==> src/rtl/sy_sim_pkg.sv <==
// Shared definitions for the simulation control / console slave:
// register offsets, STATUS bit layout and the STATUS word struct.
package sy_sim_pkg;

  localparam logic [1:0] SIM_TOHOST  = 2'd0;
  localparam logic [1:0] SIM_PUTCHAR = 2'd1;
  localparam logic [1:0] SIM_STATUS  = 2'd2;
  localparam logic [1:0] SIM_CYCLE   = 2'd3;

  localparam int STS_DONE_BIT    = 0;
  localparam int STS_PASS_BIT    = 1;
  localparam int STS_TIMEOUT_BIT = 2;
  localparam int STS_COUNT_LSB   = 8;
  localparam int STS_COUNT_W     = 5;

  typedef struct packed {
    logic [50:0] rsvd_hi;
    logic [4:0]  count;
    logic [4:0]  rsvd_lo;
    logic        timeout;
    logic        pass;
    logic        done;
  } sim_status_t;

  function automatic logic [1:0] sim_sel(input logic [11:0] addr);
    return addr[4:3];
  endfunction

endpackage

==> src/rtl/sy_sim_ctrl_if.sv <==
// Memory-bus port between the SoC (master) and the sim control slave.
interface sy_sim_ctrl_if;
  logic        req_i;
  logic        we_i;
  logic [11:0] addr_i;
  logic [63:0] wdata_i;
  logic [7:0]  be_i;
  logic        gnt_o;
  logic        rvalid_o;
  logic [63:0] rdata_o;

  modport master (
    output req_i, we_i, addr_i, wdata_i, be_i,
    input  gnt_o, rvalid_o, rdata_o
  );

  modport slave (
    input  req_i, we_i, addr_i, wdata_i, be_i,
    output gnt_o, rvalid_o, rdata_o
  );
endinterface

==> src/rtl/sy_sim_fifo.sv <==
// Synchronous FIFO, power-of-two depth; pushes when full and pops when
// empty are dropped, a simultaneous push+pop leaves the count unchanged.
module sy_sim_fifo #(
  parameter int DEPTH = 16,
  parameter int WIDTH = 8,
  localparam int AW = $clog2(DEPTH)
) (
  input  logic             clk,
  input  logic             rst_n,
  input  logic             push,
  input  logic [WIDTH-1:0] push_dat,
  input  logic             pop,
  output logic [WIDTH-1:0] pop_dat,
  output logic             full,
  output logic             empty,
  output logic [AW:0]      count
);

  logic [WIDTH-1:0] mem [DEPTH];
  logic [AW-1:0]    wr_ptr;
  logic [AW-1:0]    rd_ptr;
  logic             do_push;
  logic             do_pop;

  assign full    = (count == (AW+1)'(DEPTH));
  assign empty   = (count == '0);
  assign do_push = push && !full;
  assign do_pop  = pop && !empty;
  assign pop_dat = mem[rd_ptr];

  always_ff @(posedge clk) begin
    if (do_push) mem[wr_ptr] <= push_dat;
  end

  always_ff @(posedge clk or negedge rst_n) begin
    if (!rst_n) begin
      wr_ptr <= '0;
      rd_ptr <= '0;
      count  <= '0;
    end else begin
      if (do_push) wr_ptr <= wr_ptr + 1'b1;
      if (do_pop)  rd_ptr <= rd_ptr + 1'b1;
      case ({do_push, do_pop})
        2'b10:   count <= count + 1'b1;
        2'b01:   count <= count - 1'b1;
        default: count <= count;
      endcase
    end
  end

endmodule

==> src/rtl/sy_sim_ctrl.sv <==
// Simulation control slave: TOHOST end-of-test latch, paced PUTCHAR console
// FIFO, STATUS/CYCLE readback and a cycle watchdog; 1-cycle read latency.
module sy_sim_ctrl
  import sy_sim_pkg::*;
#(
  parameter int          FIFO_DEPTH = 16,
  parameter int          DRAIN_DIV  = 4,
  parameter logic [63:0] TIMEOUT    = 64'd10_000_000
) (
  input  logic               clk_i,
  input  logic               rst_i,
  sy_sim_ctrl_if.slave       bus,
  output logic               char_valid_o,
  output logic [7:0]         char_o,
  input  logic               char_ready_i,
  output logic               done_o,
  output logic               pass_o,
  output logic               timeout_o,
  output logic [62:0]        exit_code_o
);

  localparam int AW     = $clog2(FIFO_DEPTH);
  localparam int PACE_W = (DRAIN_DIV > 1) ? $clog2(DRAIN_DIV) : 1;

  logic [1:0]        sel;
  logic              accept;
  logic              push;
  logic              pop;
  logic              tohost_wr;
  logic              wd_hit;
  logic              fifo_full;
  logic              fifo_empty;
  logic [AW:0]       fifo_count;
  logic [PACE_W-1:0] pace;
  logic [63:0]       cycle;
  logic [63:0]       rd_val;
  sim_status_t       sts;
  logic              unused_bits;

  assign sel = sim_sel(bus.addr_i);

  // Full comes from the registered count, so a pop in this cycle cannot grant a blocked push.
  assign bus.gnt_o = bus.req_i && !(bus.we_i && sel == SIM_PUTCHAR && fifo_full);
  assign accept    = bus.req_i && bus.gnt_o;
  assign push      = accept && bus.we_i && sel == SIM_PUTCHAR && bus.be_i[0];
  assign tohost_wr = accept && bus.we_i && sel == SIM_TOHOST && bus.be_i[0]
                     && bus.wdata_i[0] && !done_o;
  assign wd_hit    = (TIMEOUT != 64'd0) && (cycle == TIMEOUT - 64'd1) && !done_o;

  assign char_valid_o = !fifo_empty && (pace == '0);
  assign pop          = char_valid_o && char_ready_i;

  assign unused_bits = ^{bus.addr_i[11:5], bus.addr_i[2:0], bus.be_i[7:1]};

  sy_sim_fifo #(
    .DEPTH (FIFO_DEPTH),
    .WIDTH (8)
  ) u_fifo (
    .clk      (clk_i),
    .rst_n    (rst_i),
    .push     (push),
    .push_dat (bus.wdata_i[7:0]),
    .pop      (pop),
    .pop_dat  (char_o),
    .full     (fifo_full),
    .empty    (fifo_empty),
    .count    (fifo_count)
  );

  always_comb begin
    sts         = '0;
    sts.count   = 5'(fifo_count);
    sts.timeout = timeout_o;
    sts.pass    = pass_o;
    sts.done    = done_o;
    rd_val      = '0;
    case (sel)
      SIM_STATUS: rd_val = sts;
      SIM_CYCLE:  rd_val = cycle;
      default:    rd_val = '0;
    endcase
  end

  always_ff @(posedge clk_i or negedge rst_i) begin
    if (!rst_i) begin
      bus.rvalid_o <= 1'b0;
      bus.rdata_o  <= '0;
      cycle        <= '0;
      pace         <= '0;
      done_o       <= 1'b0;
      pass_o       <= 1'b0;
      timeout_o    <= 1'b0;
      exit_code_o  <= '0;
    end else begin
      bus.rvalid_o <= accept;
      bus.rdata_o  <= (accept && !bus.we_i) ? rd_val : 64'd0;
      cycle        <= cycle + 64'd1;

      if (pop)              pace <= PACE_W'(DRAIN_DIV - 1);
      else if (pace != '0)  pace <= pace - 1'b1;

      // An accepted TOHOST write wins over a watchdog expiry in the same cycle.
      if (tohost_wr) begin
        done_o      <= 1'b1;
        pass_o      <= (bus.wdata_i[63:1] == 63'd0);
        exit_code_o <= bus.wdata_i[63:1];
      end else if (wd_hit) begin
        done_o      <= 1'b1;
        pass_o      <= 1'b0;
        timeout_o   <= 1'b1;
        exit_code_o <= '1;
      end
    end
  end

endmodule
==> src/flat_wrapper.sv <==
// flat-port wrapper written by rule: the top's interface ports become plain ports
module sy_sim_ctrl_flat import sy_sim_pkg::*;
#(
  parameter int          FIFO_DEPTH = 16,
  parameter int          DRAIN_DIV  = 4,
  parameter logic [63:0] TIMEOUT    = 64'd10_000_000
)
  (clk_i, rst_i, char_valid_o, char_o, char_ready_i, done_o, pass_o, timeout_o, exit_code_o, bus_req_i, bus_we_i, bus_addr_i, bus_wdata_i, bus_be_i, bus_gnt_o, bus_rvalid_o, bus_rdata_o);
  sy_sim_ctrl_if bus_i ();
  input  logic clk_i;
  input  logic rst_i;
  output logic char_valid_o;
  output logic [7:0] char_o;
  input  logic char_ready_i;
  output logic done_o;
  output logic pass_o;
  output logic timeout_o;
  output logic [62:0] exit_code_o;
  input wire logic [$bits(bus_i.req_i)-1:0] bus_req_i;
  input wire logic [$bits(bus_i.we_i)-1:0] bus_we_i;
  input wire logic [$bits(bus_i.addr_i)-1:0] bus_addr_i;
  input wire logic [$bits(bus_i.wdata_i)-1:0] bus_wdata_i;
  input wire logic [$bits(bus_i.be_i)-1:0] bus_be_i;
  output wire logic [$bits(bus_i.gnt_o)-1:0] bus_gnt_o;
  output wire logic [$bits(bus_i.rvalid_o)-1:0] bus_rvalid_o;
  output wire logic [$bits(bus_i.rdata_o)-1:0] bus_rdata_o;
  assign bus_i.req_i = bus_req_i;
  assign bus_i.we_i = bus_we_i;
  assign bus_i.addr_i = bus_addr_i;
  assign bus_i.wdata_i = bus_wdata_i;
  assign bus_i.be_i = bus_be_i;
  assign bus_gnt_o = bus_i.gnt_o;
  assign bus_rvalid_o = bus_i.rvalid_o;
  assign bus_rdata_o = bus_i.rdata_o;
  sy_sim_ctrl #(.FIFO_DEPTH(FIFO_DEPTH), .DRAIN_DIV(DRAIN_DIV), .TIMEOUT(TIMEOUT)) u_core (.clk_i(clk_i), .rst_i(rst_i), .bus(bus_i), .char_valid_o(char_valid_o), .char_o(char_o), .char_ready_i(char_ready_i), .done_o(done_o), .pass_o(pass_o), .timeout_o(timeout_o), .exit_code_o(exit_code_o));
endmodule
==> config.mk <==
export PLATFORM = sky130hd
export DESIGN_NAME = sy_sim_ctrl_flat
export DESIGN_NICKNAME = d
export VERILOG_FILES = /design/src/rtl/sy_sim_pkg.sv /design/src/rtl/sy_sim_ctrl_if.sv /design/src/rtl/sy_sim_fifo.sv /design/src/rtl/sy_sim_ctrl.sv /design/src/flat_wrapper.sv
export SDC_FILE = /design/constraint.sdc
export NUM_CORES = 1
export LEC_CHECK = 0
export CORE_MARGIN = 3
export CORE_UTILIZATION = 30
export CTS_BUF_LIST = sky130_fd_sc_hd__clkbuf_8 sky130_fd_sc_hd__clkbuf_16
export DETAILED_ROUTE_END_ITERATION = 10
export GPL_ROUTABILITY_DRIVEN = 0
export PLACE_DENSITY_LB_ADDON = 0.3
export REMOVE_ABC_BUFFERS = 1
export SLEW_MARGIN = 20
export SYNTH_ARGS = -nofsm -noshare
export SYNTH_HDL_FRONTEND = slang
export SYNTH_SLANG_ARGS = --single-unit
==> constraint.sdc <==
create_clock -name clk_i -period 7.7 [get_ports clk_i]
set_input_delay 1.54 -clock clk_i [delete_from_list [all_inputs] [get_ports clk_i]]
set_output_delay 1.54 -clock clk_i [all_outputs]
set_load 0.05 [all_outputs]
# After elaboration in Yosys (flattened, before gate mapping)

Memories as Yosys holds them, arrays and structs flattened.
Cells that the tools add are included.

Bitwise operators: 1
Reduce and logical (&&, ||, !) cells: 31
Add/subtract/negate cells: 6
Multiplexer cells: 13
Eq/ne operators: 7

Operators by type and width:

| cell                    | number |
|---|---|
| $pmux W64 S2            | 1 |
| $mux W63                | 2 |
| $add A64 B1 Y64 const B | 1 |
| $eq A64 B24 Y1 const B  | 1 |
| $mux W64                | 1 |
| $logic_not A63 Y1       | 1 |
| $logic_and A1 B1 Y1     | 17 |
| $pmux W5 S2             | 1 |
| $add A4 B1 Y4 const B   | 2 |
| $reduce_bool A2 Y1      | 4 |
| $eq A2 B2 Y1 const B    | 3 |
| $mux W1                 | 6 |
| $add A5 B1 Y5 const B   | 1 |
| $eq A5 B5 Y1 const B    | 1 |
| $logic_not A1 Y1        | 5 |
| $logic_not A5 Y1        | 1 |
| $sub A5 B1 Y5 const B   | 1 |
| $eq A2 B1 Y1 const B    | 2 |
| $logic_not A2 Y1        | 2 |
| $mux W2                 | 2 |
| $reduce_and A2 Y1       | 1 |
| $sub A2 B1 Y2 const B   | 1 |
| $not A1 Y1              | 1 |

RAM bits: 128
Output and inout port bits: 141
Memories: 1
Logic and storage cells: 70
Register bits: 210
Input port bits: 89

Memories:

| name              | depth | bits a word | rd ports | clocked after memory_dff | write ports | RTL line          | source |
|---|---|---|---|---|---|---|---|
| u_core.u_fifo.mem | 16    | 8           | 1        | 0                        | 1           | sy_sim_fifo.sv:19 | `logic [WIDTH-1:0] mem [DEPTH];` |

# Logic depth before layout (Yosys ltp)

Depth after elaboration: 13
Gate-level depth with buffers: 15
Depth with buffers taken out: 13

# Cells and area by module

A second synthesis with hierarchy kept.

Cells, all modules: 962
Area, all modules: 13580.5 um^2

By module, submodules not included:

| module      | area an instance (um^2) | instances | seq. area each (um^2) | cells each |
|---|---|---|---|---|
| sy_sim_ctrl | 7801.2                  | 1         | 4929.7                | 630 |
| sy_sim_fifo | 5779.3                  | 1         | 4169.0                | 332 |

# Worst setup path before layout

OpenSTA, ideal clock, no wires.

Path type: input -> output
From: in bus_addr_i[3]
To: out bus_gnt_o
Data arrival time: 2.742 ns
Cell stages on the path: 2
Data required time: 6.160 ns
Buffers on the path: 1
Slack: 3.418 ns
Cell sequence: buf_1 > a41oi_1

Cells in the longest elaborated chain, start to end: 5

RTL lines:

| item                             | RTL line           | source |
|---|---|---|
| from (decl)                      | flat_wrapper.sv:21 | `input wire logic [$bits(bus_i.addr_i)-1:0] bus_addr_i;` |
| $eq A2 B1 Y1                     | sy_sim_ctrl.sv:43  | `assign bus.gnt_o = bus.req_i && !(bus.we_i && sel == SIM_PUTCHAR && fifo_full);` |
| $logic_and A1 B1 Y1 (2 in a row) | sy_sim_ctrl.sv:43  |  |
| $logic_not A1 Y1                 | sy_sim_ctrl.sv:43  |  |
| $logic_and A1 B1 Y1              | sy_sim_ctrl.sv:43  |  |
| to (decl)                        | flat_wrapper.sv:24 | `output wire logic [$bits(bus_i.gnt_o)-1:0] bus_gnt_o;` |

Every way passes these cells.

# Final worst setup path

From: reg u_core.u_fifo.rd_ptr[0]
To: out char_o[4]

Cells in the longest elaborated chain, start to end: 1

RTL lines:

| item                   | RTL line           | source |
|---|---|---|
| from (decl)            | sy_sim_fifo.sv:21  | `logic [AW-1:0] rd_ptr;` |
| from (signal assigned) | sy_sim_fifo.sv:42  | `if (do_pop) rd_ptr <= rd_ptr + 1'b1;` |
| $mem_v2 Z16 W8         | n/a                |  |
| to (decl)              | flat_wrapper.sv:13 | `output logic [7:0] char_o;` |

Every way passes these cells.

==> metrics.log <==
[metrics] most common cell in the synthesized netlist: dfrtp_1
[metrics] average wire per cell in the routed design: 18.79 µm
[metrics] Detailed Route Iter0 Violations: 536
[metrics] Main synth FF type: dfrtp_1
[metrics] final instance area: 0.01783 mm²
[metrics] commonest cells in the netlist: 210 x dfrtp_1, 173 x nor2_1, 128 x edfxtp_1
[metrics] starting density of the core: 0.3071
[metrics] area occupied by multi-input gates: 0.004373 mm²
[metrics] Sink Count: 338
[metrics] crit share post-route: 0.6295
[metrics] leading post-synthesis cells by cell area: dfrtp_1 38%, edfxtp_1 28%, mux4_2 6.5%
[metrics] status: finished, final reports clean
[metrics] net switching power figure: 0.001265 W
[metrics] time the final worst path needs with I/O delays and setup: 4.847 ns
[metrics] top-level I/O count: 230
[metrics] area after detailed placement: 0.01650 mm²
[metrics] number of antenna violations at the first check in global routing: 0
[metrics] max_cap viols: 0
[metrics] mean number of vias per cell: 4.776
[metrics] area growth from synthesis to layout: 29.59%
[metrics] number of distinct standard cells referenced by the synthesized netlist: 46
[metrics] count of warnings emitted by yosys: 0
[metrics] endpoint arrival time on the critical path: 3.31 ns
[metrics] via count: 8979
[metrics] highest achievable clock rate: 206.3 MHz
[metrics] power density relative to cell area: 262.4 mW/mm²
[metrics] portion of synthesized cell area occupied by the leading cell type: 0.3820
[metrics] LEAKAGE: 6.819 nW
[metrics] first-pass GRT wire length: 54.65 mm
[metrics] kind of end point of the critical path: primary output
[metrics] max-slew violations: 0
[metrics] Worst EP required: 6.16 ns
[metrics] number of H-tree branching levels: 2
[metrics] Final Hold Fails: 0
[metrics] largest area contributor in the netlist: dfrtp_1
[metrics] vias in the first global route: 9274
[metrics] Int Pwr: 0.003412 W
[metrics] Die Ht: 220.1 µm
[metrics] Root Driver: clkbuf_16
[metrics] TritonCTS clock tree: yes
[metrics] Post-Synthesis Mean Instance Area: 13.19 µm²
[metrics] Core Footprint: 0.04480 mm²
[metrics] Post-synth EDFFs: 128
[metrics] ANT nets after route: 0
[metrics] #FFs+latches synth: 338
[metrics] portion of total power attributed to sequential cells: 0.432
[metrics] maximum ir drop on the vdd rail: 143.6 µV
[metrics] clock network fraction of total power: 0.402
[metrics] final-layout fill cell count: 4273
[metrics] insertion delay to the later sink of the worst-skew pair: 0.55 ns
[metrics] Die Span X: 220.1 µm
[metrics] post-route total power: 0.004677 W
[metrics] DIE AREA: 0.04846 mm²
[metrics] reg-to-reg setup timing slack: 4.15 ns
[metrics] setup repair after global routing missed its margin: false
[metrics] cts hold-fix bufs: 0
[metrics] Worst Skew: 0.02372 ns
[metrics] post-synthesis instance total: 1043
[metrics] I/O Buffers: 212
[metrics] maximum fanout encountered on the critical timing path: 35
[metrics] crit start category: flop
[metrics] maximum buffer depth of the clock tree: 3
[metrics] Setup Crit Path Kind: flop to primary output
[metrics] total global-route track usage: 0.1464
[metrics] post-cts resize count: 0
[metrics] antenna diode count: 0
[metrics] proportion of synthesized chip area in sequential cells: 0.6614
[metrics] clock slew at the register clock pins of the worst setup and hold paths: 0.06 ns
[metrics] Remaining Overflow, GRT: 0
[metrics] final-report setup violation count: 0
[metrics] area of the mapped netlist: 0.01376 mm²
[metrics] headroom to the max-slew limit: 0.2495
[metrics] type of the tightest min-delay check: flop to flop
[metrics] smallest hold slack: 0.5000 ns
[metrics] maximum number of pins on one net before global-route repair: 78
[metrics] total wirelength of the detailed-routed design: 35.33 mm
[metrics] number of DRC violations after detailed routing: 0
[metrics] proportion of layout cells with a drive suffix above 1: 0.1056
[metrics] area taken by flip-flops and latches: 0.009101 mm²
[metrics] portion of total power attributed to combinational logic: 0.165
[metrics] post-CTS setup buffers: 0
[metrics] FFs w/ async S/R, synth: 0.6213
[metrics] final net count: 1356
[metrics] Total Neg Setup Slack: 0 ns
[metrics] post-DP HPWL: 24.00 mm
[metrics] first-pass iteration count of the detailed router: 5
[metrics] TritonCTS buffer count: 39
[metrics] switching portion of total power: 0.2705
[metrics] row count: 77
[metrics] Worst Tran Pin Value: 1.116 ns
## registers in the layout, summed over array words and instances, names as in the netlist, 2 cells and up
signal and cells:
u_core.pace 2, u_core.u_fifo.rd_ptr 4, u_core.exit_code_o 63, u_core.u_fifo.count 5, u_core.u_fifo.mem 128, u_core.bus.rdata_o 64, u_core.u_fifo.wr_ptr 4, u_core.cycle 64
## worst max-delay path: stages (launching register included)
cell             delay, ns
dfrtp_2               0.34
buf_4                 0.54
mux4_2                0.62
mux4_2                0.51
clkdlybuf4s50_1       0.72
## power groups by stage
stage | logic, W | registers [W] | clock network [W]
3_3_place_gp | 0.000775 | 0.00206 | 0
4_1_cts | 0.000787 | 0.00202 | 0.00194
3_5_place_dp | 0.000784 | 0.00206 | 0
5_1_grt | 0.000837 | 0.00204 | 0.00202
2_1_floorplan | 0.000488 | 0.00208 | 0
6_report | 0.000774 | 0.00202 | 0.00188
## cells by family (layout without fill, tap and decap cells)
kind of cell,count (synthesis),after routing,synth area share
AOI/OAI and AO/OA,76,76,0.02965
xor gates and xnor gates,75,75,0.04775
adders and majority gates,10,10,0.009095
buffers and inverters,67,312,0.02110
DFF,338,338,0.6614
muxes,50,50,0.07285
and+or+nand+nor,427,427,0.1582
## cell usage in the layout (no fill, tap or decap), types with 3 or more instances in the layout
cell type | Yosys | routed
ha_1 | 10 | 10
clkdlybuf4s50_1 | 0 | 211
xor2_1 | 26 | 26
and3_1 | 7 | 7
dfrtp_1 | 210 | 208
xnor2_1 | 49 | 49
nand3b_1 | 3 | 3
a21o_1 | 3 | 3
clkbuf_8 | 0 | 7
a21oi_1 | 65 | 65
and2_1 | 54 | 54
bufinv_16 | 0 | 3
nand3_1 | 27 | 27
nor3_1 | 16 | 16
nand2_1 | 40 | 40
mux2i_1 | 9 | 9
nor2_1 | 173 | 172
clkbuf_16 | 0 | 40
nor4_1 | 35 | 35
clkinv_2 | 0 | 8
nor4b_1 | 3 | 3
buf_4 | 0 | 12
edfxtp_1 | 128 | 128
nand4_1 | 41 | 41
inv_1 | 15 | 19
mux4_2 | 40 | 40
nor2b_1 | 4 | 4
nand2b_1 | 3 | 3
and4_1 | 5 | 4
## path summary, 6_finish.rpt
path,startpoint,to,depth (start not counted)
worst max-delay path,u_core.u_fifo.rd_ptr[0]$_DFFE_PN0P_,char_o[4],4
min in group asynchronous,rst_i,u_core.bus.rdata_o[46]$_DFF_PN0_,1
worst min-delay path,u_core.cycle[63]$_DFF_PN0_,u_core.cycle[63]$_DFF_PN0_,1
worst min register to register,u_core.cycle[63]$_DFF_PN0_,u_core.cycle[63]$_DFF_PN0_,1
max in group asynchronous,rst_i,u_core.exit_code_o[49]$_DFFE_PN0P_,2
worst max register to register,u_core.u_fifo.count[0]$_DFFE_PN0P_,u_core.u_fifo.count[4]$_DFFE_PN0P_,11
## per-stage QoR
stage               worst slack [ns]  utilization  cells
global route                   2.682       0.3979   1880
detailed placement             2.954       0.3682   1808
CTS                            2.763       0.3978   1880
finish                         2.853       0.3979   1880
floorplan                      3.446            -    991
global placement               2.949       0.3682   1808
## layer usage
metal / vias to the layer above / routed length [µm] / GRT usage
li1: 4169 / - / -
met5: - / 0 / 0
met2: 209 / 16890 / 0.2392
met1: 4539 / 15510 / 0.1916
met4: 0 / 1045 / 0.05023
met3: 62 / 1880 / 0.03598
## cell type report
cell class	instances	share of cell area
Tap cell	592	0.04155
Multi-Input combinational cell	638	0.2453
Timing Repair Buffer	225	0.1250
Sequential cell	338	0.5105
Clock buffer	47	0.06155
Inverter	15	0.003158
Clock inverter	25	0.01291
Note: power is estimated with default switching activity, not from simulation.
